$ cat config.mk
export PLATFORM = sky130hd
export DESIGN_NAME = calc_engine
export DESIGN_NICKNAME = d
export VERILOG_FILES = /design/src/rtl/calc_pkg.sv /design/src/rtl/calc_seq_mult.sv /design/src/rtl/calc_engine.sv
export SDC_FILE = /design/constraint.sdc
export NUM_CORES = 1
export LEC_CHECK = 0
export BUFFER_PORTS_ARGS = -buffer_cell sky130_fd_sc_hd__buf_2
export CAP_MARGIN = 25
export CORE_MARGIN = 2
export CORE_UTILIZATION = 40
export DETAILED_ROUTE_END_ITERATION = 16
export PLACE_DENSITY = 0.6
export SLEW_MARGIN = 25
export SYNTH_ARGS = -nofsm -noshare
export SYNTH_HDL_FRONTEND = slang
export SYNTH_SLANG_ARGS = --single-unit
$ cat constraint.sdc
create_clock -name clk -period 4.2 [get_ports clk]
set_input_delay 0.84 -clock clk [delete_from_list [all_inputs] [get_ports clk]]
set_output_delay 0.84 -clock clk [all_outputs]
set_load 0.05 [all_outputs]
$ cat src/rtl/calc_pkg.sv
// Shared encodings for the keypad calculator core: key commands, operators
// and controller states.
package calc_pkg;

  localparam logic [2:0] KEY_PLUS  = 3'd1;
  localparam logic [2:0] KEY_TIMES = 3'd2;
  localparam logic [2:0] KEY_EQ    = 3'd3;
  localparam logic [2:0] KEY_CA    = 3'd4;
  localparam logic [2:0] KEY_MINUS = 3'd5;
  localparam logic [2:0] KEY_CE    = 3'd6;

  typedef enum logic [1:0] {
    OP_PLUS  = 2'd0,
    OP_MINUS = 2'd1,
    OP_TIMES = 2'd2
  } op_t;

  localparam logic [1:0] ST_IDLE     = 2'd0;
  localparam logic [1:0] ST_MUL      = 2'd1;
  localparam logic [1:0] ST_CHAIN_WB = 2'd2;

  function automatic logic is_arith_key(input logic [2:0] cmd);
    return (cmd == KEY_PLUS) || (cmd == KEY_MINUS) || (cmd == KEY_TIMES);
  endfunction

  function automatic op_t key_to_op(input logic [2:0] cmd);
    case (cmd)
      KEY_MINUS: return OP_MINUS;
      KEY_TIMES: return OP_TIMES;
      default:   return OP_PLUS;
    endcase
  endfunction

endpackage

$ cat src/rtl/calc_seq_mult.sv
// Sequential shift-add multiplier: one multiplier bit per cycle, W cycles in
// total, the first iteration folded into the start cycle.
module calc_seq_mult #(
  parameter int W = 20
) (
  input  logic           clk,
  input  logic           rst_n,
  input  logic           start,
  input  logic           abort,
  input  logic [W-1:0]   a,
  input  logic [W-1:0]   b,
  output logic           busy,
  output logic           done,
  output logic [2*W-1:0] prod
);

  localparam int CW = $clog2(W + 1);

  logic [W-1:0]   mcand_r;
  logic [2*W-1:0] acc_r;
  logic [CW-1:0]  cnt_r;
  logic           run_r;
  logic           done_r;

  // Upper half accumulates the partial sum; the multiplier shifts out of the lower half.
  function automatic logic [2*W-1:0] step(input logic [2*W-1:0] p, input logic [W-1:0] m);
    logic [W:0] sum;
    sum = {1'b0, p[2*W-1:W]} + {1'b0, (p[0] ? m : {W{1'b0}})};
    return {sum, p[W-1:1]};
  endfunction

  // Iteration control and product accumulation.
  always_ff @(posedge clk) begin
    if (!rst_n) begin
      mcand_r <= {W{1'b0}};
      acc_r   <= {(2*W){1'b0}};
      cnt_r   <= {CW{1'b0}};
      run_r   <= 1'b0;
      done_r  <= 1'b0;
    end else if (abort) begin
      cnt_r  <= {CW{1'b0}};
      run_r  <= 1'b0;
      done_r <= 1'b0;
    end else if (start) begin
      mcand_r <= a;
      acc_r   <= step({{W{1'b0}}, b}, a);
      cnt_r   <= CW'(1);
      run_r   <= 1'b1;
      done_r  <= 1'b0;
    end else if (run_r) begin
      acc_r <= step(acc_r, mcand_r);
      cnt_r <= cnt_r + CW'(1);
      if (cnt_r == CW'(W - 1)) begin
        run_r  <= 1'b0;
        done_r <= 1'b1;
      end else begin
        done_r <= 1'b0;
      end
    end else begin
      done_r <= 1'b0;
    end
  end

  assign busy = run_r;
  assign done = done_r;
  assign prod = acc_r;

endmodule

$ cat src/rtl/calc_engine.sv
// Keypad calculator core: key decode, entry/accumulator registers, add/sub
// datapath and the controller sequencing the multiplier.
module calc_engine
  import calc_pkg::*;
#(
  parameter int DIGITS = 5,
  localparam int W = 4 * DIGITS
) (
  input  logic         clk,
  input  logic         rst_n,
  input  logic         newkey,
  input  logic [4:0]   keycode,
  output logic [W-1:0] x,
  output logic         led,
  output logic         busy
);

  logic [W-1:0] x_r;
  logic [W-1:0] y_r;
  op_t          op_r;
  logic         entry_r;
  logic         pend_r;
  logic         led_r;
  logic [1:0]   state_r;
  logic         busy_r;
  logic         chain_r;

  logic [W:0]   sum_s;
  logic [W:0]   diff_s;
  logic [W-1:0] res_s;
  logic         flag_s;
  logic [2:0]   cmd_s;
  logic         ca_s;
  logic         accept_s;
  logic         mult_start_s;

  logic           mult_busy;
  logic           mult_done;
  logic [2*W-1:0] mult_prod;

  // Add/sub result and carry/borrow for the current operator.
  always_comb begin
    sum_s  = {1'b0, y_r} + {1'b0, x_r};
    diff_s = {1'b0, y_r} - {1'b0, x_r};
    if (op_r == OP_MINUS) begin
      res_s  = diff_s[W-1:0];
      flag_s = diff_s[W];
    end else begin
      res_s  = sum_s[W-1:0];
      flag_s = sum_s[W];
    end
  end

  // Key qualification; busy is judged from the registered state only.
  always_comb begin
    cmd_s    = keycode[2:0];
    ca_s     = newkey && !keycode[4] && (cmd_s == KEY_CA);
    accept_s = newkey && (state_r == ST_IDLE);
    if (accept_s && !keycode[4] && (op_r == OP_TIMES)) begin
      mult_start_s = (cmd_s == KEY_EQ) || (entry_r && pend_r && is_arith_key(cmd_s));
    end else begin
      mult_start_s = 1'b0;
    end
  end

  calc_seq_mult #(.W(W)) u_mult (
    .clk   (clk),
    .rst_n (rst_n),
    .start (mult_start_s),
    .abort (ca_s),
    .a     (y_r),
    .b     (x_r),
    .busy  (mult_busy),
    .done  (mult_done),
    .prod  (mult_prod)
  );

  // Controller and operand register updates.
  always_ff @(posedge clk) begin
    if (!rst_n) begin
      x_r     <= {W{1'b0}};
      y_r     <= {W{1'b0}};
      op_r    <= OP_PLUS;
      entry_r <= 1'b0;
      pend_r  <= 1'b0;
      led_r   <= 1'b0;
      state_r <= ST_IDLE;
      busy_r  <= 1'b0;
      chain_r <= 1'b0;
    end else if (ca_s) begin
      x_r     <= {W{1'b0}};
      y_r     <= {W{1'b0}};
      op_r    <= OP_PLUS;
      entry_r <= 1'b0;
      pend_r  <= 1'b0;
      led_r   <= 1'b0;
      state_r <= ST_IDLE;
      busy_r  <= 1'b0;
      chain_r <= 1'b0;
    end else begin
      case (state_r)
        ST_IDLE: begin
          if (newkey && keycode[4]) begin
            if (x_r[W-1:W-4] == 4'd0) begin
              x_r     <= {x_r[W-5:0], keycode[3:0]};
              entry_r <= 1'b1;
              led_r   <= 1'b0;
            end
          end else if (newkey) begin
            case (cmd_s)
              KEY_PLUS, KEY_MINUS, KEY_TIMES: begin
                op_r    <= key_to_op(cmd_s);
                entry_r <= 1'b0;
                pend_r  <= 1'b1;
                led_r   <= 1'b0;
                if (entry_r && pend_r && (op_r == OP_TIMES)) begin
                  state_r <= ST_MUL;
                  busy_r  <= 1'b1;
                  chain_r <= 1'b1;
                end else if (entry_r && pend_r) begin
                  y_r <= res_s;
                  x_r <= {W{1'b0}};
                end else begin
                  y_r <= x_r;
                  x_r <= {W{1'b0}};
                end
              end
              KEY_EQ: begin
                entry_r <= 1'b0;
                pend_r  <= 1'b0;
                if (op_r == OP_TIMES) begin
                  state_r <= ST_MUL;
                  busy_r  <= 1'b1;
                  chain_r <= 1'b0;
                end else begin
                  x_r   <= res_s;
                  led_r <= flag_s;
                end
              end
              KEY_CE: begin
                x_r     <= {W{1'b0}};
                entry_r <= 1'b0;
              end
              default: ;
            endcase
          end
        end
        ST_MUL: begin
          if (mult_done && chain_r) begin
            state_r <= ST_CHAIN_WB;
          end else if (mult_done) begin
            x_r     <= mult_prod[W-1:0];
            led_r   <= |mult_prod[2*W-1:W];
            state_r <= ST_IDLE;
            busy_r  <= 1'b0;
          end else if (!mult_busy) begin
            // Multiplier lost its run without finishing: fall back to idle.
            state_r <= ST_IDLE;
            busy_r  <= 1'b0;
          end
        end
        ST_CHAIN_WB: begin
          y_r     <= mult_prod[W-1:0];
          x_r     <= {W{1'b0}};
          state_r <= ST_IDLE;
          busy_r  <= 1'b0;
          chain_r <= 1'b0;
        end
        default: begin
          state_r <= ST_IDLE;
          busy_r  <= 1'b0;
          chain_r <= 1'b0;
        end
      endcase
    end
  end

  assign x    = x_r;
  assign led  = led_r;
  assign busy = busy_r;

endmodule
After elaboration in Yosys (flattened, before gate mapping)
Cells that the tools add are included.
{ "totals": {"memories": 0, "output_inout_bits": 22, "ram_bits": 0, "wordCells": 158, "rom_bits": 0, "latch_bits": 0, "register_bits": 116} }
{ "classes": {"n_mux": 65, "n_lt_le_gt_ge": 0, "n_bitwise": 5, "n_div": 0, "n_reduce_logical": 40, "eq_ne": 29, "mul": 0, "shifts": 0, "n_addsub": 4} }
{ "ops": {"columns": ["op", "n"], "rows": [
  ["$mux W20", 15],
  ["$pmux W20 S3", 2],
  ["$mux W40", 2],
  ["$add A20 B20 Y21", 2],
  ["$pmux W20 S2", 1],
  ["$mux W1", 28],
  ["$sub A20 B20 Y21", 1],
  ["$reduce_or A20 Y1", 1],
  ["$mux W2", 7],
  ["$pmux W1 S2", 7],
  ["$reduce_and A7 Y1", 2],
  ["$pmux W2 S2", 3],
  ["$reduce_and A4 Y1", 3],
  ["$reduce_and A6 Y1", 2],
  ["$reduce_bool A2 Y1", 6],
  ["$logic_and A1 B1 Y1", 10],
  ["$eq A3 B3 Y1 const B", 3],
  ["$ne A3 B3 Y1 const B", 3],
  ["$ne A2 B2 Y1 const B", 4],
  ["$ne A4 B4 Y1 const B", 2],
  ["$reduce_and A8 Y1", 1],
  ["$eq A3 B2 Y1 const B", 2],
  ["$ne A2 B1 Y1 const B", 3],
  ["$ne A3 B2 Y1 const B", 2],
  ["21 further kinds", 31]
]} }

Logic depth before layout (Yosys ltp)
Gate-level depths: netlist (run 1).
{ "logic_depth": {"depth_word": 8, "ltp_mapped": 14, "depth_no_buf": 14} }

By module
A second synthesis (run 1) with hierarchy kept.
{ "unflattened": {"hier_cells": 1157, "hier_area_um2": 8884.8} }
{ "modules_own_cells": {"columns": ["module", "cells_per_inst", "area_per_inst_um2", "instances", "seq_area_each_um2"], "rows": [
  ["calc_engine", 668, 4909.7, 1, 980.9],
  ["calc_seq_mult", 489, 3975.1, 1, 1341.3]
]} }

Worst setup path before layout (run 1)
OpenSTA, ideal clock, no wires.
{ "synth_path": {"kind": "register to register", "from": "register x_r[4], in the netlist x[4]", "to": "register x_r[12], in the netlist x[12]", "t_arrival_ps": 3103, "slack_ps": 965, "path_stages_with_launch": 14, "setup_ps": 132, "period_less_slack_ps": 3235, "path_cell_list": "dfxtp_1 > inv_1 > ha_1 > buf_6 > a2111o_1 > o21bai_1 > a211oi_2 > o21bai_1 > a21o_1 > a211oi_2 > a21oi_1 > xor2_1 > a222oi_1 > a21oi_1"} }
{ "synth_between": {"elab_chain_len": 7, "elab_cells_between_ends": 8, "classes_between": "add/sub: 2; mux: 6"} }
{ "synth_lines": {"columns": ["element", "line", "text"], "rows": [
  ["from (decl)", "calc_engine.sv:18", "logic [W-1:0] x_r;"],
  ["from (signal assigned)", "calc_engine.sv:81", "x_r <= {W{1'b0}};"],
  ["from (signal assigned)", "calc_engine.sv:91", "x_r <= {W{1'b0}};"],
  ["from (signal assigned)", "calc_engine.sv:105", "x_r <= {x_r[W-5:0], keycode[3:0]};"],
  ["$add A20 B20 Y21 or $sub A20 B20 Y21 (tied branches)", "calc_engine.sv:43, calc_engine.sv:44", null],
  ["$mux W20 *", "calc_engine.sv:45", "if (op_r == OP_MINUS) begin"],
  ["$mux W20 *", "calc_engine.sv:131", "if (op_r == OP_TIMES) begin"],
  ["$pmux W20 S3 *", "calc_engine.sv:110", "case (cmd_s)"],
  ["$mux W20 *", "calc_engine.sv:109", "end else if (newkey) begin"],
  ["$mux W20 *", "calc_engine.sv:103", "if (newkey && keycode[4]) begin"],
  ["$pmux W20 S3 *", "calc_engine.sv:101", "case (state_r)"]
]} }
Mark *: on every way between the ends. The rest lies on a longest branch, timed or not. The select of a mux whose other input is x is not followed.
A chain may end at the register's enable or synchronous reset.

Final worst setup path (run 1)
{ "layout_path": {"from": "register u_mult.acc_r[0], in the netlist u_mult.prod[0]", "to": "register u_mult.acc_r[37], in the netlist u_mult.prod[37]"} }
{ "layout_between": {"elab_chain_len": 4} }
{ "layout_lines": {"columns": ["element", "line", "text"], "rows": [
  ["from (decl)", "calc_seq_mult.sv:20", "logic [2*W-1:0] acc_r;"],
  ["from (signal assigned)", "calc_seq_mult.sv:36", "acc_r <= {(2*W){1'b0}};"],
  ["from (signal assigned)", "calc_seq_mult.sv:46", "acc_r <= step({{W{1'b0}}, b}, a);"],
  ["from (signal assigned)", "calc_seq_mult.sv:51", "acc_r <= step(acc_r, mcand_r);"],
  ["$mux W20", "calc_seq_mult.sv:28", "sum = {1'b0, p[2*W-1:W]} + {1'b0, (p[0] ? m : {W{1'b0}})};"],
  ["$add A20 B20 Y21", "calc_seq_mult.sv:28", null],
  ["$mux W40", "calc_seq_mult.sv:50", "end else if (run_r) begin"],
  ["$mux W40", "calc_seq_mult.sv:44", "end else if (start) begin"]
]} }
No other way between the ends. The select of a mux whose other input is x is not followed.

==> results of run 1 <==
## layout by cell type, fill, tap and decap left out, types with 9 or more instances in the layout
cell type / instances
nor4_1: 9
nand2_1: 156
a21o_1: 14
a211oi_1: 25
a21oi_1: 101
nor2_1: 98
o21ai_0: 73
ha_1: 65
o211ai_1: 10
nor2b_1: 16
nand3_1: 22
a22oi_1: 11
nor3_1: 18
nand2b_1: 12
o21bai_1: 11
a31oi_1: 17
a222oi_1: 9
and2_1: 24
mux2i_1: 16
inv_1: 43
o21a_1: 11
buf_4: 24
clkbuf_16: 17
buf_2: 29
dfxtp_1: 116
xor2_1: 14
a311oi_1: 27
xnor2_1: 20
## routing by layer
layer / share of wire (%) / wire length, um / GRT usage, % / vias to the layer above
li1: - / - / - / 3990
met1: 48 / 12490 / 34.34 / 3839
met2: 44 / 11420 / 36.78 / 269
met3: 6.4 / 1669 / 4.969 / 36
met4: 2.0 / 521 / 6.667 / 0
met5: 0 / 0 / 0 / -
## layout make-up
cell class	count	share of cell area (%)
multi-input combinational	872	59.76
tap	270	3.633
timing repair buffer	54	3.714
inverter	44	1.776
clock inverter	12	1.130
sequential	116	24.97
clock buffer	20	5.019
## worst max-delay path, delay by kind of cell (launching register included)
kind / cells / cell delay, ps
DFF: 1 / 550
and+or+nand+nor: 2 / 450
AOI/OAI and AO/OA: 9 / 1970
adders and majority gates: 2 / 640
## worst paths after layout
path	start	to	slack (ps)	cells after the start
setup / recovery	u_mult.prod[0]$_SDFFE_PN0P_	u_mult.prod[37]$_SDFFE_PN0P_	510	13
hold / removal	u_mult.mcand_r[7]$_SDFFE_PN0P_	u_mult.mcand_r[7]$_SDFFE_PN0P_	450	2
setup reg to reg	u_mult.prod[0]$_SDFFE_PN0P_	u_mult.prod[37]$_SDFFE_PN0P_	510	13
hold reg to reg	u_mult.mcand_r[7]$_SDFFE_PN0P_	u_mult.mcand_r[7]$_SDFFE_PN0P_	450	2
## cell families (layout without fill, tap and decap cells)
| family | Yosys count | after routing |
|---|---|---|
| AOI/OAI and AO/OA | 366 | 366 |
| xor gates and xnor gates | 34 | 34 |
| buffers and inverters | 120 | 130 |
| DFF | 116 | 116 |
| and+or+nand+nor | 388 | 388 |
| adders and majority gates | 68 | 68 |
| muxes | 16 | 16 |
## state kept, by name (all words and copies together) (netlist names)
register and flops:
busy 1, chain_r 1, pend_r 1, u_mult.mcand_r 20, u_mult.done 1, op_r 2, state_r 2, x 20
u_mult.prod 40, y_r 20, entry_r 1, u_mult.busy 1, led 1, u_mult.cnt_r 5
## metrics by stage
step | hold slack [ps] | worst slack, ps | utilization (%) | area (sq um) | std cells
after floorplan | 431.7 | 964.9 | - | 8304 | 1108
after global placement | 439.3 | 642.6 | 42.98 | 8725 | 1356
after detailed placement | 444.1 | 588.2 | 42.98 | 8725 | 1356
after CTS | 451.8 | 564.9 | 45.80 | 9296 | 1388
after global routing | 466.6 | 123.3 | 45.81 | 9299 | 1388
final | 446.9 | 508.1 | 45.81 | 9299 | 1388
## report_power, final
part / total, W / leakage, nW / internal (W) / switching, W
Sequential: 0.00141 / 0.940 / 0.00122 / 0.000187
Clock: 0.00142 / 0.270 / 0.000857 / 0.000561
Combinational: 0.00214 / 2.42 / 0.000693 / 0.00145
## synth_stat cells, types with 10 or more instances
library cell,n
a211oi_1,26
a21o_1,14
a21oi_1,101
a22oi_1,11
a311oi_1,27
a31oi_1,18
and2_1,24
clkbuf_1,66
dfxtp_1,116
ha_1,65
inv_1,44
mux2i_1,16
nand2_1,156
nand2b_1,13
nand3_1,23
nor2_1,99
nor2b_1,16
nor3_1,18
o211ai_1,10
o21a_1,11
o21ai_0,73
o21bai_1,11
xnor2_1,20
xor2_1,14
==> flow_summary.json, run 1 <==
{
  "peakVddDrop_mv": 0.2900,
  "final_layout_size_suffix_gt1_share_pct": 9.034,
  "numCtsBuffers": 17,
  "slowest_delay_ps": 550,
  "fmax_mhz": 270.9,
  "synth_cells": 1108,
  "clock_path_buffers": 2,
  "clk_pin_slew_ps": 60,
  "via_per_inst": 5.860,
  "routabilityCongestion": 0.9078,
  "core_area_sq_mm": 0.02030,
  "hold_path.class": "flop to flop",
  "drc": 0,
  "ys_seq_area_share_pct": 27.96,
  "syn-cell-area_sq_mm": 0.008304,
  "synthArstFlopShare_pct": 0,
  "htree_levels": 4,
  "yosys_warnings": 0,
  "seq_area_sq_mm": 0.002322,
  "slowest_stage": "dfxtp_1",
  "antenna_found_initial": 0,
  "grt_pass1_vias": 7531,
  "clockRootBuffer": "clkbuf_16",
  "tightest_slew_ps": 856.0,
  "yosysTopAreaCellShare_pct": 27.96,
  "io_pins": 30,
  "cp_cell_sequence": "and2_1 -> ha_1 -> fa_1 -> a21oi_1 -> o21ai_0 -> a21oi_1 -> o21ai_0 -> a31oi_1 -> o21ai_0 -> a22o_1 -> o21a_1 -> o211a_1 -> nor3_1",
  "synth_top_area_cell": "dfxtp_1",
  "clk_latency_ps": 430,
  "worst_setup_path_start_kind": "flop",
  "cts-resized-gates": 0,
  "drt_iter0_markers": 835,
  "vias": 8134,
  "end_kind": "flop",
  "port_buffers": 29,
  "critPathMaxFanout": 23,
  "grt_max_degree": 60,
  "drv_slew": 0,
  "cts_tree": "done",
  "tns_ps": 0,
  "synth_mux_area_share_pct": 1.929,
  "worst-endpoint-required_ps": 4550,
  "slew_headroom_pct": 42.41,
  "multi_input_area_sq_mm": 0.005557,
  "fillerInstances": 2087,
  "start_util_pct": 40.91,
  "crit_top_cell": "o21ai_0",
  "grt.overflow.total": 0,
  "area_growth_pct": 11.98,
  "crit_arrival_ps": 4040,
  "synth_area_per_cell_sq_um": 7.495,
  "cts_hold_buf": 0,
  "ys.flop_type": "dfxtp_1",
  "final_nets": 1181,
  "grt_pass1_wl_um": 42010,
  "synth_xor_area_share_pct": 3.586,
  "die_w_um": 148.1,
  "wl_per_cell_um": 18.80,
  "diodes": 0,
  "maxCapViolCount": 0,
  "final_hold_viol_count": 0,
  "status": "complete, no violations",
  "netlist-cell-type-count": 72,
  "postCtsSetupBuffers": 0,
  "drt-total-wl_um": 26100,
  "synth_area_leaders": "dfxtp_1 (28%), ha_1 (9.8%), nand2_1 (7.1%)",
  "synth-seq-cells": 116,
  "cts.sinks": 116,
  "first_pass_iters": 5,
  "criticalPathCategory": "flop to flop",
  "track_usage_pct": 24.05,
  "synthesis.nets": 1184,
  "rows": 52,
  "synth_fa_ha_area_share_pct": 10.52,
  "period_share_pct": 87.90,
  "die_area_sq_mm": 0.02193,
  "period_needed_ps": 3692,
  "die_height_um": 148.1,
  "setup_viol": 0,
  "synth_top_family_by_area": "compound AO/OA/AOI/OAI gates",
  "power_density_mw_per_mm2": 534.0,
  "synth-edff-count": 0,
  "power.leakage_nw": 3.627,
  "clock_skew_ps": 15.02,
  "synth-simple-area-share_pct": 21.24,
  "totalPowerFinal_w": 0.004965,
  "ant_nets": 0,
  "rsz0062_at_grt": "false",
  "synth_compound_area_share_pct": 29.09,
  "hpwl_um": 17950
}
Note: power is estimated with default switching activity, not from simulation.
==> run 2, diff against run 1 <==
Settings changed: CORE_UTILIZATION 40 to 44, PLACE_DENSITY 0.6 to 0.64, TNS_END_PERCENT from default to 1.
==> run 2 against run 1 <==
  * First-iteration DRC count down 19%
  * Sequential power barely moved
  * Sequential share of layout area is essentially flat
  * Flip-flop and latch count stayed put
  * Critical path type unchanged
  * Highest routed layer unchanged
==> flow_summary.json, run 2 (synthesis gave the netlist of run 1 again) <==
{
  "status": "complete, no violations",
  "grt_max_degree": 60,
  "power_density_mw_per_mm2": 550.9,
  "clk_latency_ps": 430,
  "start_util_pct": 44.54,
  "drt_iter0_markers": 677,
  "final_common_cell": "nand2_1",
  "die_height_um": 141.4,
  "internal_power_w": 0.002943,
  "period_share_pct": 81.21,
  "crit_arrival_ps": 3740,
  "die_area_sq_mm": 0.01999,
  "final_cell_mix": "nand2_1 (156), dfxtp_1 (116), a21oi_1 (101), nor2_1 (98), o21ai_0 (73)",
  "wl_per_cell_um": 19.11,
  "htree_levels": 4,
  "clockRootBuffer": "clkbuf_16",
  "cts.sinks": 116,
  "rows": 50,
  "rsz0062_at_grt": "false",
  "r2r_end": "led$_SDFFE_PP0P_",
  "drt-total-wl_um": 25780,
  "via_per_inst": 6.044,
  "r2r_cells": 12,
  "first_pass_iters": 7,
  "grt.overflow.total": 0,
  "grt_pass1_vias": 7494,
  "tightest_slew_ps": 1037,
  "worst_hold_path.endpoint": "u_mult.mcand_r[5]$_SDFFE_PN0P_",
  "antenna_found_initial": 0,
  "ant_nets": 0,
  "end_kind": "flop",
  "reg2reg_slack_ps": 790,
  "setup_viol": 0,
  "largest_reg_flops": 40,
  "final_layout_size_suffix_gt1_share_pct": 8.610,
  "multi_input_area_sq_mm": 0.005554,
  "clk_pin_slew_ps": 60,
  "seq_area_sq_mm": 0.002322,
  "numCtsBuffers": 17,
  "drc": 0,
  "slew_headroom_pct": 30.89,
  "core_area_sq_mm": 0.01864,
  "hold_path.class": "flop to flop",
  "p_seq_share_pct": 27.9,
  "switching_share_pct": 42.58,
  "power_frac_comb_pct": 40.7,
  "grt_pass1_wl_um": 41030,
  "cts-resized-gates": 0,
  "whs_ps": 448.8,
  "period_needed_ps": 3411,
  "cts_hold_buf": 0,
  "worst-endpoint-required_ps": 4530,
  "power.leakage_nw": 3.651,
  "vias": 8154,
  "holdPathStages": 2,
  "diodes": 0,
  "area_growth_pct": 12.02,
  "io_pins": 30,
  "fillerInstances": 1844,
  "routabilityCongestion": 0.9205,
  "critPathMaxFanout": 8,
  "final_nets": 1178,
  "port_buffers": 29,
  "worst_setup_path_start_kind": "flop",
  "final_hold_viol_count": 0,
  "clock_skew_ps": 9.657,
  "peakVddDrop_mv": 0.3145,
  "postCtsSetupBuffers": 0,
  "criticalPathCategory": "flop to flop",
  "hp-start": "u_mult.mcand_r[5]$_SDFFE_PN0P_",
  "drv_slew": 0,
  "cts_tree": "done",
  "p_switching_w": 0.002182,
  "track_usage_pct": 26.08,
  "die_w_um": 141.4,
  "clock_path_buffers": 2,
  "worstReg2RegStart": "x[3]$_SDFFE_PP0P_",
  "hpwl_um": 17730,
  "maxCapViolCount": 0,
  "fmax_mhz": 293.2,
  "tns_ps": 0,
  "clkPwrFrac_pct": 31.4
}
run 2: cell types whose count changed in the layout (fill, tap and decap cells not counted), sizes merged:
cell | previous run | this run
inv | 45 | 44
buf | 54 | 51
clkinvlp | 5 | 2
clkbuf | 20 | 21
bufinv | 1 | 4
run 2: worst max path at each step:
stage,slack (ps),end,cells after the start,from
floorplan,960,x[12]$_SDFFE_PP0P_,13,x[4]$_SDFFE_PP0P_
global placement,950,led$_SDFFE_PP0P_,12,x[3]$_SDFFE_PP0P_
detailed placement,900,led$_SDFFE_PP0P_,12,x[3]$_SDFFE_PP0P_
CTS,860,led$_SDFFE_PP0P_,12,x[3]$_SDFFE_PP0P_
global route,550,x[16]$_SDFFE_PP0P_,12,x[3]$_SDFFE_PP0P_
finish,790,led$_SDFFE_PP0P_,12,x[3]$_SDFFE_PP0P_
run 2: final cells by class:
| type | count | area share, % |
|---|---|---|
| Clock inverter | 11 | 1.883 |
| Multi-Input combinational cell | 872 | 59.70 |
| Clock buffer | 21 | 5.057 |
| Timing Repair Buffer | 51 | 3.470 |
| Tap cell | 234 | 3.147 |
| Inverter | 44 | 1.775 |
| Sequential cell | 116 | 24.96 |
run 2: routing by layer:
layer / share of wire (%) / track usage [%]
met3: 6.0 / 4.489
met5: 0 / 0
met2: 44 / 40.09
met4: 2.7 / 9.842
met1: 47 / 36.57
run 2: power groups by stage:
stage,Clock [W],Sequential [W],Combinational (W)
after floorplan,0,0.00164,0.00129
after global placement,0,0.00144,0.00204
after global routing,0.00168,0.00144,0.00226
final,0.00161,0.00143,0.00209
after detailed placement,0,0.00145,0.00204
after CTS,0.00162,0.00142,0.00206
run 2: worst max-delay path, cell delays in order (launching register included):
cell	delay [ps]
dfxtp_1	540
inv_1	90
ha_1	420
nor2b_1	200
a2111oi_4	430
o21ai_2	130
a31oi_1	240
a221o_1	230
a211o_1	170
a21oi_1	90
o311ai_1	260
nand4_1	170
a221oi_1	310
run 2: through the flow:
step | cells | instance area (sq um) | util (%) | setup slack [ps] | total power (W)
after floorplan | 1108 | 8304 | - | 964.9 | 0.002932
after global placement | 1317 | 8657 | 46.44 | 951.0 | 0.003485
after detailed placement | 1317 | 8657 | 46.44 | 904.4 | 0.003491
after CTS | 1349 | 9303 | 49.90 | 858.8 | 0.005105
after global routing | 1349 | 9303 | 49.90 | 548.8 | 0.005380
final | 1349 | 9303 | 49.90 | 789.1 | 0.005125
